==> src/rtl/cpu_alu_pkg.sv <==
// Shared ALU definitions: datapath defaults, opcode map, sequencer state
// encoding and the opcode-class bundle produced by alu_op_classify.
package cpu_alu_pkg;

  localparam int unsigned DATA_W_DEF = 32;
  localparam int unsigned REG_AW_DEF = 4;
  localparam int unsigned OP_W       = 5;

  // Opcode map; 00000 is the idle code that makes the ALU output zero.
  localparam logic [OP_W-1:0] OP_NOP  = 5'b00000;
  localparam logic [OP_W-1:0] OP_ADD  = 5'b00011;
  localparam logic [OP_W-1:0] OP_SUB  = 5'b00100;
  localparam logic [OP_W-1:0] OP_SHR  = 5'b00101;
  localparam logic [OP_W-1:0] OP_SHL  = 5'b00110;
  localparam logic [OP_W-1:0] OP_ROR  = 5'b00111;
  localparam logic [OP_W-1:0] OP_ROL  = 5'b01000;
  localparam logic [OP_W-1:0] OP_AND  = 5'b01001;
  localparam logic [OP_W-1:0] OP_OR   = 5'b01010;
  localparam logic [OP_W-1:0] OP_ANDI = 5'b01100;
  localparam logic [OP_W-1:0] OP_ORI  = 5'b01101;
  localparam logic [OP_W-1:0] OP_MUL  = 5'b01110;
  localparam logic [OP_W-1:0] OP_DIV  = 5'b01111;
  localparam logic [OP_W-1:0] OP_NEG  = 5'b10000;
  localparam logic [OP_W-1:0] OP_NOT  = 5'b10001;

  // S_DROP is the single cycle in which an illegal instruction raises err.
  typedef enum logic [2:0] {
    S_IDLE   = 3'd0,
    S_READ_A = 3'd1,
    S_READ_B = 3'd2,
    S_EXEC   = 3'd3,
    S_WB     = 3'd4,
    S_DROP   = 3'd5
  } seq_state_t;

  typedef struct packed {
    logic is_legal;
    logic is_unary;
    logic is_imm;
    logic is_wide;
  } op_class_t;

endpackage

==> src/rtl/alu_op_classify.sv <==
// Opcode classifier: maps an ALU opcode to its class flags.
// Ports:
//   op   in   OP_W        opcode to classify
//   cls  out  op_class_t  {is_legal, is_unary, is_imm, is_wide}; all 0 for illegal codes
module alu_op_classify
  import cpu_alu_pkg::*;
(
  input  logic [OP_W-1:0] op,
  output op_class_t       cls
);

  always_comb begin
    cls = '0;
    case (op)
      OP_ADD, OP_SUB, OP_SHR, OP_SHL, OP_ROR, OP_ROL, OP_AND, OP_OR: begin
        cls.is_legal = 1'b1;
      end
      OP_ANDI, OP_ORI: begin
        cls.is_legal = 1'b1;
        cls.is_imm   = 1'b1;
      end
      OP_NEG, OP_NOT: begin
        cls.is_legal = 1'b1;
        cls.is_unary = 1'b1;
      end
      OP_MUL, OP_DIV: begin
        cls.is_legal = 1'b1;
        cls.is_wide  = 1'b1;
      end
      default: begin
        cls = '0;
      end
    endcase
  end

endmodule

==> src/rtl/alu_sequencer.sv <==
// ALU issue sequencer: accepts one decoded instruction per handshake, reads
// its operands from the register file, drives the combinational ALU and
// writes the result to a GPR or to the HI/LO pair. One instruction in flight.
// Ports:
//   clk, clr                 clock; synchronous active-low reset
//   instr_valid/instr_ready  decoder handshake (ready only while idle)
//   instr_op/ra/rb/rc/imm    decoded instruction fields
//   rf_raddr, rf_rdata       register-file combinational read port
//   alu_opcode/alu_y/alu_b   ALU operands (B zero-extended to 2*DATA_W)
//   alu_zhi, alu_zlo         ALU results
//   rf_we/rf_waddr/rf_wdata  GPR write port, 1-cycle strobe
//   hilo_we/hi_wdata/lo_wdata HI/LO write port, 1-cycle strobe
//   done, err                retire / illegal-drop pulses
module alu_sequencer
  import cpu_alu_pkg::*;
#(
  parameter int unsigned DATA_W = DATA_W_DEF,
  parameter int unsigned REG_AW = REG_AW_DEF
) (
  input  logic                clk,
  input  logic                clr,
  input  logic                instr_valid,
  output logic                instr_ready,
  input  logic [OP_W-1:0]     instr_op,
  input  logic [REG_AW-1:0]   instr_ra,
  input  logic [REG_AW-1:0]   instr_rb,
  input  logic [REG_AW-1:0]   instr_rc,
  input  logic [DATA_W-1:0]   instr_imm,
  output logic [REG_AW-1:0]   rf_raddr,
  input  logic [DATA_W-1:0]   rf_rdata,
  output logic [OP_W-1:0]     alu_opcode,
  output logic [DATA_W-1:0]   alu_y,
  output logic [2*DATA_W-1:0] alu_b,
  input  logic [2*DATA_W-1:0] alu_zhi,
  input  logic [2*DATA_W-1:0] alu_zlo,
  output logic                rf_we,
  output logic [REG_AW-1:0]   rf_waddr,
  output logic [DATA_W-1:0]   rf_wdata,
  output logic                hilo_we,
  output logic [DATA_W-1:0]   hi_wdata,
  output logic [DATA_W-1:0]   lo_wdata,
  output logic                done,
  output logic                err
);

  localparam int unsigned ZW = 2 * DATA_W;

  seq_state_t          state_q, state_d;
  logic [OP_W-1:0]     op_q;
  logic [REG_AW-1:0]   rb_q, rc_q;
  logic [DATA_W-1:0]   imm_q;
  logic [DATA_W-1:0]   y_q, y_d;
  logic [ZW-1:0]       b_q, b_d;
  logic [DATA_W-1:0]   zhi_q;
  logic [ZW-1:0]       zlo_q;
  op_class_t           cls;
  logic                accept;

  logic                ready_d, rf_we_d, hilo_we_d, done_d, err_d;
  logic [REG_AW-1:0]   raddr_d;
  logic [OP_W-1:0]     opcode_d;

  // Only the low word of Z_hi is ever written back.
  logic unused_zhi;
  assign unused_zhi = ^alu_zhi[ZW-1:DATA_W];

  alu_op_classify u_classify (
    .op  (op_q),
    .cls (cls)
  );

  // Operand and result registers are the ALU-facing / write-back outputs.
  assign alu_y    = y_q;
  assign alu_b    = b_q;
  assign rf_waddr = rc_q;
  assign rf_wdata = zlo_q[DATA_W-1:0];
  assign hi_wdata = zlo_q[ZW-1:DATA_W];
  assign lo_wdata = zhi_q;

  // Next state, next operand values, and next values of registered outputs.
  always_comb begin
    state_d   = state_q;
    y_d       = y_q;
    b_d       = b_q;
    accept    = 1'b0;
    ready_d   = 1'b0;
    raddr_d   = '0;
    opcode_d  = OP_NOP;
    rf_we_d   = 1'b0;
    hilo_we_d = 1'b0;
    done_d    = 1'b0;
    err_d     = 1'b0;

    case (state_q)
      S_IDLE: begin
        if (instr_ready && instr_valid) begin
          accept  = 1'b1;
          state_d = S_READ_A;
          b_d     = '0;            // unary ops keep B = 0
        end
      end
      S_READ_A: begin
        y_d = rf_rdata;
        if (!cls.is_legal) begin
          state_d = S_DROP;
        end else if (cls.is_unary) begin
          state_d = S_EXEC;
        end else begin
          state_d = S_READ_B;
        end
      end
      S_READ_B: begin
        b_d     = cls.is_imm ? ZW'(imm_q) : ZW'(rf_rdata);
        state_d = S_EXEC;
      end
      S_EXEC:  state_d = S_WB;
      S_WB:    state_d = S_IDLE;
      S_DROP:  state_d = S_IDLE;
      default: state_d = S_IDLE;
    endcase

    // Outputs are registered, so they are decoded from the state being entered.
    case (state_d)
      S_IDLE:   ready_d  = 1'b1;
      S_READ_A: raddr_d  = instr_ra;   // READ_A is only entered on accept
      S_READ_B: raddr_d  = cls.is_imm ? '0 : rb_q;
      S_EXEC:   opcode_d = op_q;
      S_WB: begin
        rf_we_d   = !cls.is_wide;
        hilo_we_d = cls.is_wide;
        done_d    = 1'b1;
      end
      S_DROP:   err_d    = 1'b1;
      default:  ready_d  = 1'b0;
    endcase
  end

  // State, instruction latch, operand/result and output registers.
  always_ff @(posedge clk) begin
    if (!clr) begin
      state_q     <= S_IDLE;
      op_q        <= OP_NOP;
      rb_q        <= '0;
      rc_q        <= '0;
      imm_q       <= '0;
      y_q         <= '0;
      b_q         <= '0;
      zhi_q       <= '0;
      zlo_q       <= '0;
      instr_ready <= 1'b0;
      rf_raddr    <= '0;
      alu_opcode  <= OP_NOP;
      rf_we       <= 1'b0;
      hilo_we     <= 1'b0;
      done        <= 1'b0;
      err         <= 1'b0;
    end else begin
      state_q <= state_d;
      if (accept) begin
        op_q  <= instr_op;
        rb_q  <= instr_rb;
        rc_q  <= instr_rc;
        imm_q <= instr_imm;
      end
      y_q <= y_d;
      b_q <= b_d;
      if (state_q == S_EXEC) begin
        zhi_q <= alu_zhi[DATA_W-1:0];
        zlo_q <= alu_zlo;
      end
      instr_ready <= ready_d;
      rf_raddr    <= raddr_d;
      alu_opcode  <= opcode_d;
      rf_we       <= rf_we_d;
      hilo_we     <= hilo_we_d;
      done        <= done_d;
      err         <= err_d;
    end
  end

endmodule

==> config.mk <==
export PLATFORM = sky130hd
export DESIGN_NAME = alu_sequencer
export DESIGN_NICKNAME = d
export VERILOG_FILES = /design/src/rtl/cpu_alu_pkg.sv /design/src/rtl/alu_op_classify.sv /design/src/rtl/alu_sequencer.sv
export SDC_FILE = /design/constraint.sdc
export NUM_CORES = 1
export LEC_CHECK = 0
export ABC_CLOCK_PERIOD_IN_PS = 4059
export CAP_MARGIN = 25
export CORE_AREA = 2 2 162 164
export DETAILED_ROUTE_END_ITERATION = 10
export DIE_AREA = 0 0 164 166
export HOLD_SLACK_MARGIN = 0.08
export PLACE_DENSITY_LB_ADDON = 0.15
export SYNTH_ARGS = -nofsm -noshare
export SYNTH_HDL_FRONTEND = slang
export SYNTH_HIERARCHICAL = 1
export SYNTH_SLANG_ARGS = --single-unit
==> constraint.sdc <==
create_clock -name clk -period 4.06 [get_ports clk]
set_clock_uncertainty 0.2 [all_clocks]
set_input_delay 0.812 -clock clk [delete_from_list [all_inputs] [get_ports clk]]
set_output_delay 0.812 -clock clk [all_outputs]
set_load 0.01 [all_outputs]
==> results.ini <==
[detailed_routing]
drc=0
wl_per_cell_um=15.9
ant_nets=0
drt-initial-drc-count=353
first_pass_iters=4
num_vias=7392
drt-total-wl_mm=25.9
viasPerCell=4.52

[timing]
worstMarginPinSlew_ns=0.852
min_period_ns=2.50
setup_tns_ns=0
hold_viol=0
rsz0062_at_grt=no
max-slew-margin-rel_pct=43.2
post-route-period-util_pct=61.5
finalSetupViolCount=0
finalMaxSlewViolations=0
max_freq_ghz=0.401

[synthesis]
seq_area_frac_synth_pct=50.7
synth_cell_type_count=35
syn_avg_cell_area_um2=9.13
yosys_warnings=6
ys_seq_elements=222
syn_inst=960
syn_area_mm2=0.00876

[die]
floorplan.initialDensity_pct=34.2
die_area_mm2=0.0272
fp.dieH_um=166
dieWidth_um=164
core_mm2=0.0256
core.rowCount=59
io_pins=422

[job]
cap_violations=0

[layout]
fin_area_mm2=0.0132
diodes=0
drive_gt1_share_pct=4.46
final_net_count=1495
syn2layout_area_growth_pct=50.3

[pwr]
ir_drop_mv=0.188
power_density_mw_per_mm2=388
leakagePower_nw=4.65

[worst_setup_path]
path_class=reg2out
start_kind=register
crit_arrival_ns=1.48
critPathMaxFanout=1
critPathCaptureType=primary output
crit_family=buffers and inverters
crit_slowest_cell=clkdlybuf4s50_1
required_ns=3.05
cp.buffers_inverters=1
max_stage_delay_ns=0.66
path_cells=clkdlybuf4s50_1

[cts]
cts_tree=yes
htree_levels=1
cts_buffers=26
clk_path_buf_depth=3
post_cts_resized=0
ctsHoldBuffers=0
cts_sinks=222
cts_setup_buffers=0
root_buffer=clkbuf_16
clk_latency_ns=0.53
path_clk_slew_ns=0.06

[global_routing]
antenna_found_initial=2
grt_pass1_vias=7005
grt_max_degree=218
grt-ovfl-total=0
grt.total_usage_pct=18.0
grt_pass1_wl_mm=39.3

[run_status]
status=finished clean

[min_path]
hold_path.class=reg2reg

[place]
place_congestion=0.760
hpwl_mm=17.2
place_area_mm2=0.0124
port_buffers=357

synthesized netlist by cell type (all sizes together):
master   number  area [um2]
nand3b        2        31.3
or4           2        18.8
o21a          2        15.0
a21boi      130         976
o22ai         4        25.0
nor2b         2        12.5
mux2i        77         771
inv           2        7.51
o21ai         1        5.00
o31a          1        8.76
nor4          1        21.3
nand2b        2        12.5
nor4b         1        23.8
o2bb2ai      32         280
and2          1        6.26
nor3          4        20.0
o21bai        1        7.51
or3b          1        8.76
and3          6        37.5
buf          78         543
nand2       353        1330
and3b         2        17.5
nor4bb        1        10.0
dfxtp       222        4440
clkbuf       26        97.6
nor3b         2        20.0
a21oi         3        15.0
conb          1        3.75
layout by cell type (no fill, tap or decap), drive strengths merged, types with 2 or more instances in the layout:
| cell type | n |
|---|---|
| or4 | 2 |
| nand3b | 2 |
| and3 | 6 |
| conb | 32 |
| nor3 | 4 |
| a21boi | 130 |
| clkbuf | 40 |
| a21oi | 3 |
| nand2 | 353 |
| nor3b | 2 |
| nor2b | 2 |
| nand2b | 2 |
| buf | 12 |
| mux2i | 77 |
| o22ai | 4 |
| clkinv | 4 |
| o21a | 2 |
| inv | 2 |
| o2bb2ai | 32 |
| and3b | 2 |
| clkdlybuf4s50 | 356 |
| dfxtp | 222 |
cell families after synthesis:
kind of cell           after synthesis  synth area share, %
AOI/OAI and AO/OA                  174                 15.2
and+or+nand+nor                    380                 17.9
muxes                               77                 8.79
DFF                                222                 50.7
buffers and inverters              106                 7.39
other                                1               0.0428
final cells by class:
class	count	area [um2]
Fill cell	2444	12400
Sequential cell	222	4440
Multi-Input combinational cell	663	3810
Timing Repair Buffer	368	3680
Clock buffer	40	783
Tap cell	335	419
Clock inverter	4	31.3
Inverter	2	7.51
per-stage QoR:
stage               power [W]  utilization [%]  std cells  hold WS (ns)  setup slack (ns)
global route          0.00536             51.4       1634         0.264              1.45
detailed placement    0.00295             48.3       1590         0.244              1.41
CTS                   0.00521             51.4       1634         0.252              1.53
floorplan             0.00265                -        991         0.234              2.14
finish                0.00512             51.4       1634         0.251              1.56
global placement      0.00294             48.3       1590         0.240              1.44
final timing paths:
| path | start | to | slack, ns | depth (start not counted) |
|---|---|---|---|---|
| hold reg to reg | alu_y[6] | alu_y[6] | 0.25 | 2 |
| setup / recovery | done | done | 1.56 | 1 |
| hold / removal | alu_y[6] | alu_y[6] | 0.25 | 2 |
| setup reg to reg | state_q[1] | lo_wdata[14] | 1.70 | 4 |
routing by layer:
metal	global-route usage, %	part of all wire [%]	vias up
li1	-	-	3742
met1	21.2	41	3371
met2	30.7	47	244
met3	6.82	10	35
met4	4.39	1.8	0
met5	0	0	-
power breakdown:
group	internal (W)	switching (W)
registers	0.00226	0.0000497
logic	0.000333	0.000258
clock network	0.00132	0.000907
state kept, by name, summed over array words and instances, names as in the netlist, 4 cells and up:
register    flops
zlo_q          64
alu_y          32
lo_wdata       32
alu_b          32
rb_q            4
op_q            5
rf_waddr        4
alu_opcode      5
imm_q          32
rf_raddr        4
(Power assumes the default switching activity.)
